--- src/rtl/pipe_skid_stage_pkg.sv ---
// Shared widths, default payload width and state encoding for the pipeline skid stage.
// Also provides the MEM/WB payload packing helper.
package pipe_skid_stage_pkg;

  localparam int WORD_LEN          = 32;
  localparam int REG_FILE_ADDR_LEN = 5;
  localparam int DATA_W_DEF        = 2 + REG_FILE_ADDR_LEN + 2 * WORD_LEN;

  typedef enum logic [1:0] {
    ST_EMPTY = 2'd0,
    ST_ONE   = 2'd1,
    ST_FULL  = 2'd2
  } state_e;

  // MSB-first packing: {WB_EN, MEM_R_EN, dest, ALURes, memReadVal}.
  function automatic logic [DATA_W_DEF-1:0] pack_mem_wb(
    input logic                         wb_en,
    input logic                         mem_r_en,
    input logic [REG_FILE_ADDR_LEN-1:0] dest,
    input logic [WORD_LEN-1:0]          alu_res,
    input logic [WORD_LEN-1:0]          mem_read_val
  );
    return {wb_en, mem_r_en, dest, alu_res, mem_read_val};
  endfunction

endpackage

--- src/rtl/pipe_skid_stage_sat_counter.sv ---
// Saturating up-counter: advances by one on each edge with inc=1, sticks at all-ones.
// Cleared only by reset.
module sat_counter #(
  parameter int CNT_W = 16
) (
  input  logic             clk,
  input  logic             rst,
  input  logic             inc,
  output logic [CNT_W-1:0] count
);

  logic [CNT_W-1:0] count_q;
  logic [CNT_W-1:0] count_d;

  always_comb begin
    count_d = count_q;
    if (inc && (count_q != {CNT_W{1'b1}})) begin
      count_d = count_q + CNT_W'(1);
    end
  end

  always_ff @(posedge clk) begin
    if (rst) begin
      count_q <= '0;
    end else begin
      count_q <= count_d;
    end
  end

  assign count = count_q;

endmodule

--- src/rtl/pipe_skid_stage.sv ---
// Valid/ready pipeline register with optional 2-entry skid buffer, flush and
// a saturating stall counter.
module pipe_skid_stage
  import pipe_skid_stage_pkg::*;
#(
  parameter int DATA_W = DATA_W_DEF,
  parameter int SKID   = 1,
  parameter int CNT_W  = 16
) (
  input  logic              clk,
  input  logic              rst,
  input  logic              in_valid,
  input  logic [DATA_W-1:0] in_data,
  output logic              in_ready,
  output logic              out_valid,
  output logic [DATA_W-1:0] out_data,
  input  logic              out_ready,
  input  logic              flush,
  output logic [CNT_W-1:0]  stall_cnt
);

  state_e            state_q, state_d;
  logic [DATA_W-1:0] main_q, main_d;
  logic [DATA_W-1:0] skid_q, skid_d;
  logic              in_ready_q, in_ready_d;
  logic              accept;
  logic              consume;

  assign out_valid = (state_q != ST_EMPTY);
  assign out_data  = main_q;
  // Without the skid entry the stage can only take a payload when its single
  // register frees up in the same cycle, so ready must see out_ready directly.
  assign in_ready  = (SKID != 0) ? in_ready_q : (!out_valid || out_ready);
  assign accept    = in_valid && in_ready;
  assign consume   = out_valid && out_ready;

  always_comb begin
    state_d = state_q;
    main_d  = main_q;
    skid_d  = skid_q;
    if (flush) begin
      state_d = ST_EMPTY;
    end else if (SKID != 0) begin
      case (state_q)
        ST_EMPTY: begin
          if (accept) begin
            main_d  = in_data;
            state_d = ST_ONE;
          end
        end
        ST_ONE: begin
          if (accept && consume) begin
            main_d = in_data;
          end else if (accept) begin
            skid_d  = in_data;
            state_d = ST_FULL;
          end else if (consume) begin
            state_d = ST_EMPTY;
          end
        end
        ST_FULL: begin
          if (consume) begin
            main_d  = skid_q;
            state_d = ST_ONE;
          end
        end
        default: state_d = ST_EMPTY;
      endcase
    end else begin
      if (accept) begin
        main_d  = in_data;
        state_d = ST_ONE;
      end else if (consume) begin
        state_d = ST_EMPTY;
      end
    end
    in_ready_d = (state_d != ST_FULL);
  end

  always_ff @(posedge clk) begin
    if (rst) begin
      state_q    <= ST_EMPTY;
      main_q     <= '0;
      skid_q     <= '0;
      in_ready_q <= 1'b1;
    end else begin
      state_q    <= state_d;
      main_q     <= main_d;
      skid_q     <= skid_d;
      in_ready_q <= in_ready_d;
    end
  end

  sat_counter #(
    .CNT_W(CNT_W)
  ) u_stall_cnt (
    .clk  (clk),
    .rst  (rst),
    .inc  (out_valid && !out_ready),
    .count(stall_cnt)
  );

endmodule

--- config.mk ---
export PLATFORM = sky130hd
export DESIGN_NAME = pipe_skid_stage
export DESIGN_NICKNAME = d
export VERILOG_FILES = /design/src/rtl/pipe_skid_stage_pkg.sv /design/src/rtl/pipe_skid_stage_sat_counter.sv /design/src/rtl/pipe_skid_stage.sv
export SDC_FILE = /design/constraint.sdc
export NUM_CORES = 1
export LEC_CHECK = 0
export ABC_AREA = 1
export BUFFER_PORTS_ARGS = -buffer_cell sky130_fd_sc_hd__buf_2
export CAP_MARGIN = 20
export CORE_MARGIN = 4
export CORE_UTILIZATION = 45
export DETAILED_ROUTE_END_ITERATION = 10
export PLACE_DENSITY = 0.68
export RECOVER_POWER = 50
export SLEW_MARGIN = 10
export SYNTH_ARGS = -nofsm -noshare
export SYNTH_HDL_FRONTEND = slang
export SYNTH_HIERARCHICAL = 1
export SYNTH_SLANG_ARGS = --single-unit
--- constraint.sdc ---
create_clock -name clk -period 3.2 [get_ports clk]
set_input_delay 0 -clock clk [delete_from_list [all_inputs] [get_ports clk]]
set_output_delay 0 -clock clk [all_outputs]
set_load 0.1 [all_outputs]
* Yosys cells after proc, flatten, opt, wreduce, memory -nomap -nowiden
Index checks and enable logic that the tools add are counted.
** Storage, ports and cells
- Output and inout port bits :: 89
- Memories kept :: 0
- Bits in writable memories :: 0
- Latch bits :: 0
- ROM bits :: 0
- Flip-flop bits (word level) :: 161
- Input port bits :: 76
** Operators by class
- Shift operators :: 0
- Reductions and logical operators :: 11
- Bitwise operators :: 2
- Div/mod/pow operators :: 0
- $lt $le $gt $ge :: 0
- Mux-type cells :: 11
- $add $sub $neg :: 1
- $mul :: 0
- Equality and inequality tests :: 7
** Operator list (number)
- 71-bit 2-to-1 mux :: 3
- 71-bit case mux with 3 select lines :: 1
- 16-bit by 1-bit adder with 16-bit output, second input constant :: 1
- 16-bit != test, second input constant :: 1
- 2-bit 2-to-1 mux :: 6
- 2-bit != test, second input constant :: 4
- 2-bit case mux with 3 select lines :: 1
- 1-bit logical AND :: 5
- 5-bit AND reduction :: 1
- 4-bit AND reduction :: 1
- 3-bit nonzero test :: 1
- 2-bit by 1-bit equality test with 1-bit output, second input constant :: 1
- 2-bit equality test, second input constant :: 1
- 2-bit zero test :: 1
- 1-bit inverter :: 2
- 2-bit nonzero test :: 1
- 1-bit zero test :: 1

* Longest topological paths before layout
Gate-level depths: netlist of the first run.
- Word-level depth :: 8
- Gate-level depth with buffers :: 12
- Gate-level depth less buffers :: 11

* Modules after synthesis
Netlist of the first run, hierarchy kept.
** Modules (own cells, without submodules)
- pipe_skid_stage :: sequential area each 2902.8 sq um, times used 1, area each 6327.3 sq um, cells an instance 1009
- sat_counter :: sequential area each 320.3 sq um, times used 1, area each 929.6 sq um, cells an instance 149

* Least setup slack after synthesis of the first run
Ideal clock, no wire load.
- Path type :: register to register
- Start point :: reg state_q[0]
- End point :: reg u_stall_cnt.count_q[13], in the netlist u_stall_cnt/count[13]
- Path slack :: 0.922 ns
- Arrival :: 2.159 ns
- Required time :: 3.081 ns
- Library setup time :: 0.119 ns
- Buffers on the path :: 1
- Cell stages (with the launch flop) :: 12
- Cell sequence :: dfxtp_1 inv_1 nand2_1 nand2_1 inv_1 buf_2 nand3_1 or2_0 nor2_1 nand3_1 nand2_1 nor2_1
** On the way
- Cells in the longest elaborated chain, start to end :: 3
** Ends and longest elaborated chain
- from (decl) :: RTL line pipe_skid_stage.sv:22 : state_e state_q, state_d;
- from (signal assigned) :: RTL line pipe_skid_stage.sv:87 : state_q <= state_d;
- 2-bit nonzero test :: RTL line pipe_skid_stage.sv:29 : assign out_valid = (state_q != ST_EMPTY);
- net out_valid :: RTL line pipe_skid_stage.sv:15 : output logic out_valid,
- 1-bit logical AND :: RTL line pipe_skid_stage.sv:99 : .inc (out_valid && !out_ready),
- 1-bit logical AND :: RTL line pipe_skid_stage_sat_counter.sv:17 : if (inc && (count_q != {CNT_W{1'b1}})) begin
- to (signal assigned) :: RTL line pipe_skid_stage_sat_counter.sv:26 : count_q <= count_d;
- to (decl) :: RTL line pipe_skid_stage_sat_counter.sv:12 : logic [CNT_W-1:0] count_q;
The timed path passes the listed nets, and every way through them passes these cells.
A chain may end at the register's enable or synchronous reset.

* Worst setup path after layout of the first run
- Start point :: reg state_q[1]
- End point :: reg main_q[50], in the netlist out_data[50]
** On the way
- Cells in the longest elaborated chain, start to end :: 5
** Ends and longest elaborated chain
- 2-bit nonzero test :: RTL line pipe_skid_stage.sv:29
- 1-bit logical AND :: RTL line pipe_skid_stage.sv:35 : assign consume = out_valid && out_ready;
- 1-bit logical AND :: RTL line pipe_skid_stage.sv:52 : if (accept && consume) begin
- 2-bit != test (no source line)
- 5-bit AND reduction (no source line)
- to (signal assigned) :: RTL line pipe_skid_stage.sv:88 : main_q <= main_d;
- to (decl) :: RTL line pipe_skid_stage.sv:23 : logic [DATA_W-1:0] main_q, main_d;
Parallel ways exist; a longest one is shown, timed or not.

==> impl_metrics.toml, run 1 <==
[die]
pin_count = 165
start_util_pct = 45.85
fp.coreArea_um2 = 15830
placementRows = 46
dieWidth_um = 135.0
die_h_um = 135.0
die_area_um2 = 18220

[route]
first_iter_violations = 436
routed_via_density = 4.579
ant_nets = 0
first_pass_iters = 6
wl_per_cell_um = 11.85
drcViolationCount = 0
vias = 7303
wirelength_mm = 18.90

[setup_path]
cp_max_fo = 61
end_kind = "flop"
slowest_stage = "nand3_2"
r2r_slack_ps = 730
crit_type = "flop to flop"
crit_chain = "a21oi_1 -> nand3_2 -> buf_12 -> nand2_1 -> nand2_1 -> nor2_1"
arrival_ps = 2820
max_stage_delay_ps = 960
required_ps = 3550
crit_top_cell = "nand2_1"
crit_path_start_kind = "flop"

[timing]
rsz0062_at_grt = "no"
whs_ps = 43.48
clock.fmax_ghz = 0.4048
finalClockSkew_ps = 7.653
post-route-min-period_ps = 2470
worst-slew-pin-transition_ps = 1251
setup-tns-final_ps = 0
finalCritPeriodShare_pct = 77.20
finalHoldViolations = 0
layout_setup_ws_ps = 729.6
setup_viol = 0
max_slew_margin_pct = 16.93
slew_viol_final = 0

[synth]
yosysSeqAreaShare_pct = 44.41
syn_nets = 1235
avgSynthCellArea_um2 = 6.267
yosys.cell_types.count = 22
synth_cells = 1158
synth_seq_cells = 161
synthesis.area_um2 = 7257
yosysWarnings = 6

[power]
p_total_mw = 5.057
ir_drop_mv = 0.3946
pwr_density_cell_nw_per_um2 = 542.6
p_leak_nw = 4.348

[layout]
final_net_count = 1443
final_cells = 1595
post-route-util_pct = 58.89
finalInstanceArea_um2 = 9320
syn2layout_area_growth_pct = 28.43
fillers = 1573
num_antenna_cells = 0
drive_gt1_share_pct = 9.717

[cts]
cts.clk_slew.worst_paths_ps = 60
cts_root_buf = "clkbuf_16"
cts_tree = "yes"
clkSinkCount = 161
worstSkewPairLatency_ps = 420
cts_max_level = 4
clock_path_buffers = 2
cts-buffers-inserted = 17

[placement]
placed_cell_area_um2 = 8157
dp.cells = 1489
finalWeightedCongestion = 0.7955
io_buffers = 164
dpl.hpwl_mm = 11.52
dp_slack_ps = 1142

[global_route]
grt_pass1_vias = 6763
antenna_found_initial = 0
gr-total-overflow = 0
grt_start_max_net_pins = 75
grt_first_pass_wirelength_mm = 31.33
grtUsageTotal_pct = 20.89

[job]
drv_cap = 0

[run_status]
status = "complete, no violations"

[hold_path]
hp-class = "input pin to flop"
==> worst max-delay path: cells and delay by family (launching register included) <==
| kind | cells | cell delay (ps) |
|---|---|---|
| AOI/OAI and AO/OA | 1 | 240 |
| DFF | 1 | 340 |
| and+or+nand+nor | 4 | 1210 |
| buffers and inverters | 1 | 570 |
==> placed cells by master (no fill, tap or decap), types with 2 or more instances in the layout <==
| cell | Yosys | layout |
|---|---|---|
| dfxtp_1 | 161 | 161 |
| nand2_1 | 550 | 548 |
| clkinv_2 | 0 | 8 |
| clkbuf_8 | 0 | 2 |
| clkbuf_1 | 15 | 91 |
| a21oi_1 | 80 | 80 |
| nor2_2 | 11 | 8 |
| inv_1 | 86 | 86 |
| dlygate4sd3_1 | 0 | 74 |
| clkinvlp_4 | 0 | 2 |
| buf_4 | 8 | 10 |
| nand3_1 | 12 | 12 |
| nor2_4 | 2 | 2 |
| inv_2 | 3 | 3 |
| buf_2 | 36 | 74 |
| nand2_2 | 2 | 4 |
| bufinv_16 | 0 | 2 |
| clkbuf_16 | 0 | 17 |
| nand4_1 | 4 | 4 |
| nor2_1 | 180 | 184 |
==> cell families after synthesis <==
group / synth area share [%]
DFF: 44.41
adders and majority gates: 0.1724
and+or+nand+nor: 41.03
buffers and inverters: 8.793
AOI/OAI and AO/OA: 5.586
==> cells in the mapped netlist <==
cell      number  area, um^2
a21oi_1       80       400.4
buf_2         36       180.2
buf_4          8       60.06
clkbuf_1      15       56.30
clkbuf_4       1       7.510
dfxtp_1      161        3223
ha_1           1       12.51
inv_1         86       322.8
inv_2          3       11.26
nand2_1      550        2064
nand2_2        2       12.51
nand3_1       12       60.06
nand3_2        1       10.01
nand3b_1       1       7.510
nand4_1        4       25.02
nor2_1       180       675.7
nor2_2        11       68.82
nor2_4         2       22.52
nor2_8         1       20.02
nor3_1         1       5.000
o21ai_0        1       5.000
or2_0          1       6.260
==> final timing paths <==
check                     startpoint                         to  cells past startpoint
max            state_q[1]$_SDFF_PP0_  out_data[50]$_SDFFE_PP0P_                      6
min                         in_valid      state_q[0]$_SDFF_PP0_                      5
max reg2reg    state_q[1]$_SDFF_PP0_  out_data[50]$_SDFFE_PP0P_                      6
min reg2reg  skid_q[49]$_SDFFE_PP0P_    skid_q[49]$_SDFFE_PP0P_                      2
==> registers in the layout, indices dropped and copies added (netlist names) <==
register	cells
out_data	71
in_ready	1
state_q	2
u_stall_cnt/count	16
skid_q	71
==> timing repair <==
item / in CTS / in global routing
endpoints found under the hold margin: 145 / 0
gates resized for setup: 0 / 0
buffers inserted: 0 / 0
hold buffers: 74 / 0
==> where the power goes <==
group          leakage, nW  internal, mW  switching, mW
Sequential            1.31          2.08         0.0408
Clock                0.285          1.18          0.804
Combinational         2.75         0.212          0.742
Total                 4.35          3.47           1.59
==> per-layer routing <==
layer  vias to the layer above  global-route usage (%)  share of wire (%)
li1                       3878                       -                  -
met5                         -                       0                  0
met1                      3218                   26.75                 47
met3                        25                   4.471                5.3
met2                       182                   35.13                 46
met4                         0                   7.055                1.9
==> layout make-up <==
cell class	instances	area, um^2	area share (%)
Timing Repair Buffer	249	1544	16.57
Tap cell	216	270.3	2.900
Clock buffer	20	456.7	4.900
Inverter	89	334.1	3.584
Sequential cell	161	3223	34.58
Multi-Input combinational cell	848	3377	36.23
Clock inverter	12	115.1	1.235
(Power assumes the default switching activity.)
==> run 2, diff against run 1 <==
==> constraint.sdc (replaced) <==
create_clock -name clk -period 2.3 [get_ports clk]
set_input_delay 0 -clock clk [delete_from_list [all_inputs] [get_ports clk]]
set_output_delay 0 -clock clk [all_outputs]
set_load 0.1 [all_outputs]
==> impl_metrics.toml, run 2 (synthesis gave the netlist of run 1 again) <==
[job]
drv_cap = 0

[setup_path]
crit_type = "flop to output port"
crit_buf_inv = 2
reg2reg_to = "skid_q[22]$_SDFFE_PP0P_"
ff2ff_path_depth = 7
end_kind = "output port"
required_ps = 2300
crit_family = "buffers and inverters"
worstReg2RegStart = "state_q[1]$_SDFF_PP0_"
arrival_ps = 1900
cp_max_fo = 4
crit_path_start_kind = "flop"
crit_chain = "inv_1 -> nand2_1 -> clkbuf_1"
max_stage_delay_ps = 940
r2r_slack_ps = 420
slowest_stage = "clkbuf_1"

[die]
placementRows = 46
dieWidth_um = 135.0
die_area_um2 = 18220
die_h_um = 135.0
pin_count = 165
start_util_pct = 45.85
fp.coreArea_um2 = 15830

[hold_path]
min_path_cells = 5
hp-class = "input pin to flop"
hold_end = "state_q[1]$_SDFF_PP0_"
min_from = "in_valid"

[route]
drcViolationCount = 0
wl_per_cell_um = 11.95
routed_via_density = 4.573
wirelength_mm = 19.13
highest_layer = "met4"
met1_length_mm = 8.767
first_pass_iters = 6
wl_met2_mm = 9.209
first_iter_violations = 468
wl_met3_um = 840
vias = 7317
ant_nets = 0

[timing]
rsz0062_at_grt = "no"
finalClockSkew_ps = 10.67
whs_ps = 79.77
setup-tns-final_ps = 0
max_slew_margin_pct = 15.25
finalHoldViolations = 0
clock.fmax_ghz = 0.5258
setup_viol = 0
slew_viol_final = 0
finalCritPeriodShare_pct = 82.69
post-route-min-period_ps = 1902
worst-slew-pin-transition_ps = 1277

[layout]
finalInstanceArea_um2 = 9495
num_antenna_cells = 0
fillers = 1593
final_cells = 1600
final_cell_mix = "550 x nand2_1, 180 x nor2_1, 161 x dfxtp_1"
syn2layout_area_growth_pct = 30.84
drive_gt1_share_pct = 10.12
final_net_count = 1448
final_common_cell = "nand2_1"
post-route-util_pct = 59.99

[cts]
cts_max_level = 4
clock_path_buffers = 2
cts-buffers-inserted = 17
cts.clk_slew.worst_paths_ps = 60
worstSkewPairLatency_ps = 430
cts_setup_buffers = 0
cts_root_buf = "clkbuf_16"
cts_tree = "yes"
clkSinkCount = 161

[placement]
io_buffers = 164
dp.cells = 1493
finalWeightedCongestion = 0.7936
dpl.hpwl_mm = 11.66
placed_cell_area_um2 = 8224

[power]
ir_drop_mv = 0.6138
pwr_density_cell_nw_per_um2 = 773.3
p_leak_nw = 4.449

[run_status]
status = "complete, no violations"

[global_route]
gr-total-overflow = 0
grt_pass1_vias = 6866
grt_first_pass_wirelength_mm = 31.91
grt_start_max_net_pins = 72
antenna_found_initial = 0
grtUsageTotal_pct = 21.30
## run 2: worst max-delay path by stage
stage | cells past startpoint | endpoint | from | slack [ps]
3_5_place_dp | 10 | u_stall_cnt/count[13]$_SDFFE_PP0P_ | state_q[0]$_SDFF_PP0_ | 510
5_1_grt | 8 | out_data[26]$_SDFFE_PP0P_ | state_q[0]$_SDFF_PP0_ | 220
6_report | 3 | out_valid | state_q[1]$_SDFF_PP0_ | 400
4_1_cts | 10 | u_stall_cnt/count[13]$_SDFFE_PP0P_ | state_q[0]$_SDFF_PP0_ | 510
2_1_floorplan | 11 | u_stall_cnt/count[13]$_SDFFE_PP0P_ | state_q[0]$_SDFF_PP0_ | 20
3_3_place_gp | 10 | u_stall_cnt/count[13]$_SDFFE_PP0P_ | state_q[0]$_SDFF_PP0_ | 550
## run 2: metrics by stage
| stage | setup slack, ps | total power [mW] |
|---|---|---|
| finish | 398.0 | 7.343 |
| floorplan | 21.90 | 4.019 |
| global route | 219.4 | 7.629 |
| global placement | 546.3 | 4.264 |
| CTS | 508.0 | 7.454 |
| detailed placement | 510.5 | 4.269 |
## run 2: layout make-up
cell class	count	area (um^2)	share of cell area (%)
multi-input cells	848	3408	35.89
well taps	216	270.3	2.846
flip-flops and latches	161	3223	33.94
clock buffers	20	466.7	4.915
repair buffers	254	1615	17.01
inverters	89	334.1	3.518
clock inverters	12	177.7	1.871
## run 2: where the power goes
part | internal, mW | total [mW] | switching (mW)
clock network | 1.91 | 3.06 | 1.15
registers | 2.89 | 2.95 | 0.0569
logic | 0.301 | 1.34 | 1.04
## run 2: tightest hold or removal path: cells and delay by family
kind	cells	cell delay [ps]
AOI/OAI and AO/OA	1	150
and+or+nand+nor	3	200
buffers and inverters	1	100
## run 2: timing repair
action | 4_1_cts | 5_1_grt
gates resized for setup | 0 | 0
hold buffers | 75 | 0
hold endpoints to repair | 145 | 0
## run 2: layer usage
| metal | vias to the layer above | global-route usage [%] |
|---|---|---|
| met2 | 153 | 37.33 |
| met1 | 3242 | 26.13 |
| met4 | 0 | 7.559 |
| met5 | - | 0 |
| met3 | 25 | 4.098 |
| li1 | 3897 | - |
==> run 3, diff against run 2 <==
==> constraint.sdc (replaced) <==
create_clock -name clk -period 1.9 [get_ports clk]
set_input_delay 0 -clock clk [delete_from_list [all_inputs] [get_ports clk]]
set_output_delay 0 -clock clk [all_outputs]
set_load 0.1 [all_outputs]
==> impl_metrics.toml, run 3 (synthesis gave the netlist of run 1 again) <==
[timing]
setup_viol = 0
rsz0062_at_grt = "no"
post-route-min-period_ps = 1667
max_slew_margin_pct = 21.16
slew_viol_final = 0
finalHoldViolations = 0
finalClockSkew_ps = 7.110
worst-slew-pin-transition_ps = 1188
clock.fmax_ghz = 0.5999
finalCritPeriodShare_pct = 87.74
setup-tns-final_ps = 0

[setup_path]
crit_path_start_kind = "flop"
crit_top_cell = "nand2_1"
required_ps = 2210
crit_type = "flop to flop"
max_stage_delay_ps = 570
end_kind = "flop"
crit_chain = "inv_1 -> nand2_4 -> nand2_1 -> nand3_1 -> buf_4 -> nand2_1 -> nand2_1 -> nor2_1"
cp_max_fo = 70
slowest_stage = "buf_4"
arrival_ps = 1980
ff2ff_path_depth = 8

[power]
p_leak_nw = 4.497
p_int_mw = 5.854
swShare_pct = 30.91
ir_drop_mv = 0.6260
clockPowerShare_pct = 38.8
power.share.sequential_pct = 42.2
combPwrFrac_pct = 19.1
pwr_density_cell_nw_per_um2 = 898.1
switchingPower_mw = 2.619

[placement]
dp.cells = 1490
finalWeightedCongestion = 0.8006
io_buffers = 164
dpl.hpwl_mm = 11.59

[route]
first_pass_iters = 4
wl_per_cell_um = 11.84
drcViolationCount = 0
vias = 7281
first_iter_violations = 429
ant_nets = 0
wirelength_mm = 18.87
routed_via_density = 4.568

[layout]
final_common_cell = "nand2_1"
drive_gt1_share_pct = 13.22
syn2layout_area_growth_pct = 30.00
final_cell_mix = "548 x nand2_1, 180 x nor2_1, 146 x dfxtp_1"
final_cells = 1594
final_net_count = 1444
fillers = 1572

[die]
die_h_um = 135.0
pin_count = 165
start_util_pct = 45.85
fp.coreArea_um2 = 15830
dieWidth_um = 135.0
placementRows = 46
die_area_um2 = 18220

[cts]
cts.clk_slew.worst_paths_ps = 60
cts_setup_buffers = 0
clkSinkCount = 161
cts_root_buf = "clkbuf_16"
cts-buffers-inserted = 17
worstSkewPairLatency_ps = 420
cts_tree = "yes"
cts.repair.resized = 0
cts_max_level = 4
clock_path_buffers = 2

[global_route]
grt_start_max_net_pins = 73
grt_pass1_vias = 6670
gr-total-overflow = 0
grt_first_pass_wirelength_mm = 31.33
grtUsageTotal_pct = 20.86
antenna_found_initial = 1

[run_status]
status = "complete, no violations"

[job]
drv_cap = 0

[hold_path]
min_path_cells = 2
hp-class = "input pin to flop"
run 3: cell count changes in the layout (fill, tap and decap cells not counted), moves of 2 or more:
cell	delta
buf_1	+3
buf_4	-2
bufinv_16	-3
clkbuf_1	-33
clkbuf_2	+31
clkbuf_8	+3
clkinv_4	-2
dfxtp_1	-15
dfxtp_2	+15
inv_1	-2
inv_2	+2
inv_6	-2
nand2_1	-2
run 3: metrics by stage:
step | power [mW] | hold WS (ps) | setup WS, ps | area, um^2 | util, %
after global routing | 8.831 | 5.608 | 15.23 | 9434 | 59.60
after global placement | 5.164 | 262.9 | 259.8 | 8240 | 52.06
after detailed placement | 5.171 | 266.3 | 213.2 | 8240 | 52.06
after CTS | 8.590 | 0.5349 | 210.6 | 9545 | 60.31
after floorplan | 4.867 | 142.8 | 0.1616 | 7283 | -
final | 8.473 | 5.631 | 233.0 | 9434 | 59.60
run 3: area by class of cell:
type                            instances  area [um^2]  share of cell area [%]
Inverter                               89        334.1                   3.541
Clock inverter                          5        52.55                  0.5570
Multi-Input combinational cell        848         3406                   36.10
Clock buffer                           24        511.7                   5.424
Sequential cell                       161         3242                   34.36
Tap cell                              216        270.3                   2.865
Antenna cell                            1        2.502                 0.02653
Timing Repair Buffer                  250         1615                   17.12
run 3: power groups by stage:
| stage | sequential [mW] | clock, mW | combinational, mW |
|---|---|---|---|
| after global routing | 3.58 | 3.52 | 1.73 |
| after global placement | 3.64 | 0 | 1.52 |
| after CTS | 3.57 | 3.37 | 1.65 |
| after floorplan | 4.44 | 0 | 0.425 |
| after detailed placement | 3.64 | 0 | 1.53 |
| final | 3.57 | 3.29 | 1.61 |
run 3: layer usage:
| metal | global-route usage, % | up-vias | share of wire (%) |
|---|---|---|---|
| met5 | 0 | - | 0 |
| met4 | 6.159 | 0 | 1.7 |
| met3 | 4.545 | 27 | 4.1 |
| met2 | 34.91 | 167 | 48 |
| met1 | 27.17 | 3210 | 47 |
| li1 | - | 3877 | - |
run 3: what timing repair did:
| action | 4_1_cts | 5_1_grt |
|---|---|---|
| setup endpoints to repair | 0 | 0 |
| hold buffers | 74 | 0 |
| endpoints found under the hold margin | 145 | 0 |
run 3: path summary, 6_finish.rpt:
| check | from | to | slack (ps) |
|---|---|---|---|
| setup reg to reg | state_q[0]$_SDFF_PP0_ | out_data[44]$_SDFFE_PP0P_ | 230 |
| hold reg to reg | skid_q[66]$_SDFFE_PP0P_ | skid_q[66]$_SDFFE_PP0P_ | 460 |
| setup / recovery | state_q[0]$_SDFF_PP0_ | out_data[44]$_SDFFE_PP0P_ | 230 |
| hold / removal | rst | skid_q[67]$_SDFFE_PP0P_ | 6 |
run 3: critical path: cells and delay by family (launching register included):
kind | cells | cell delay [ps]
buf+inv | 2 | 660
simple gates | 6 | 490
flops | 1 | 360
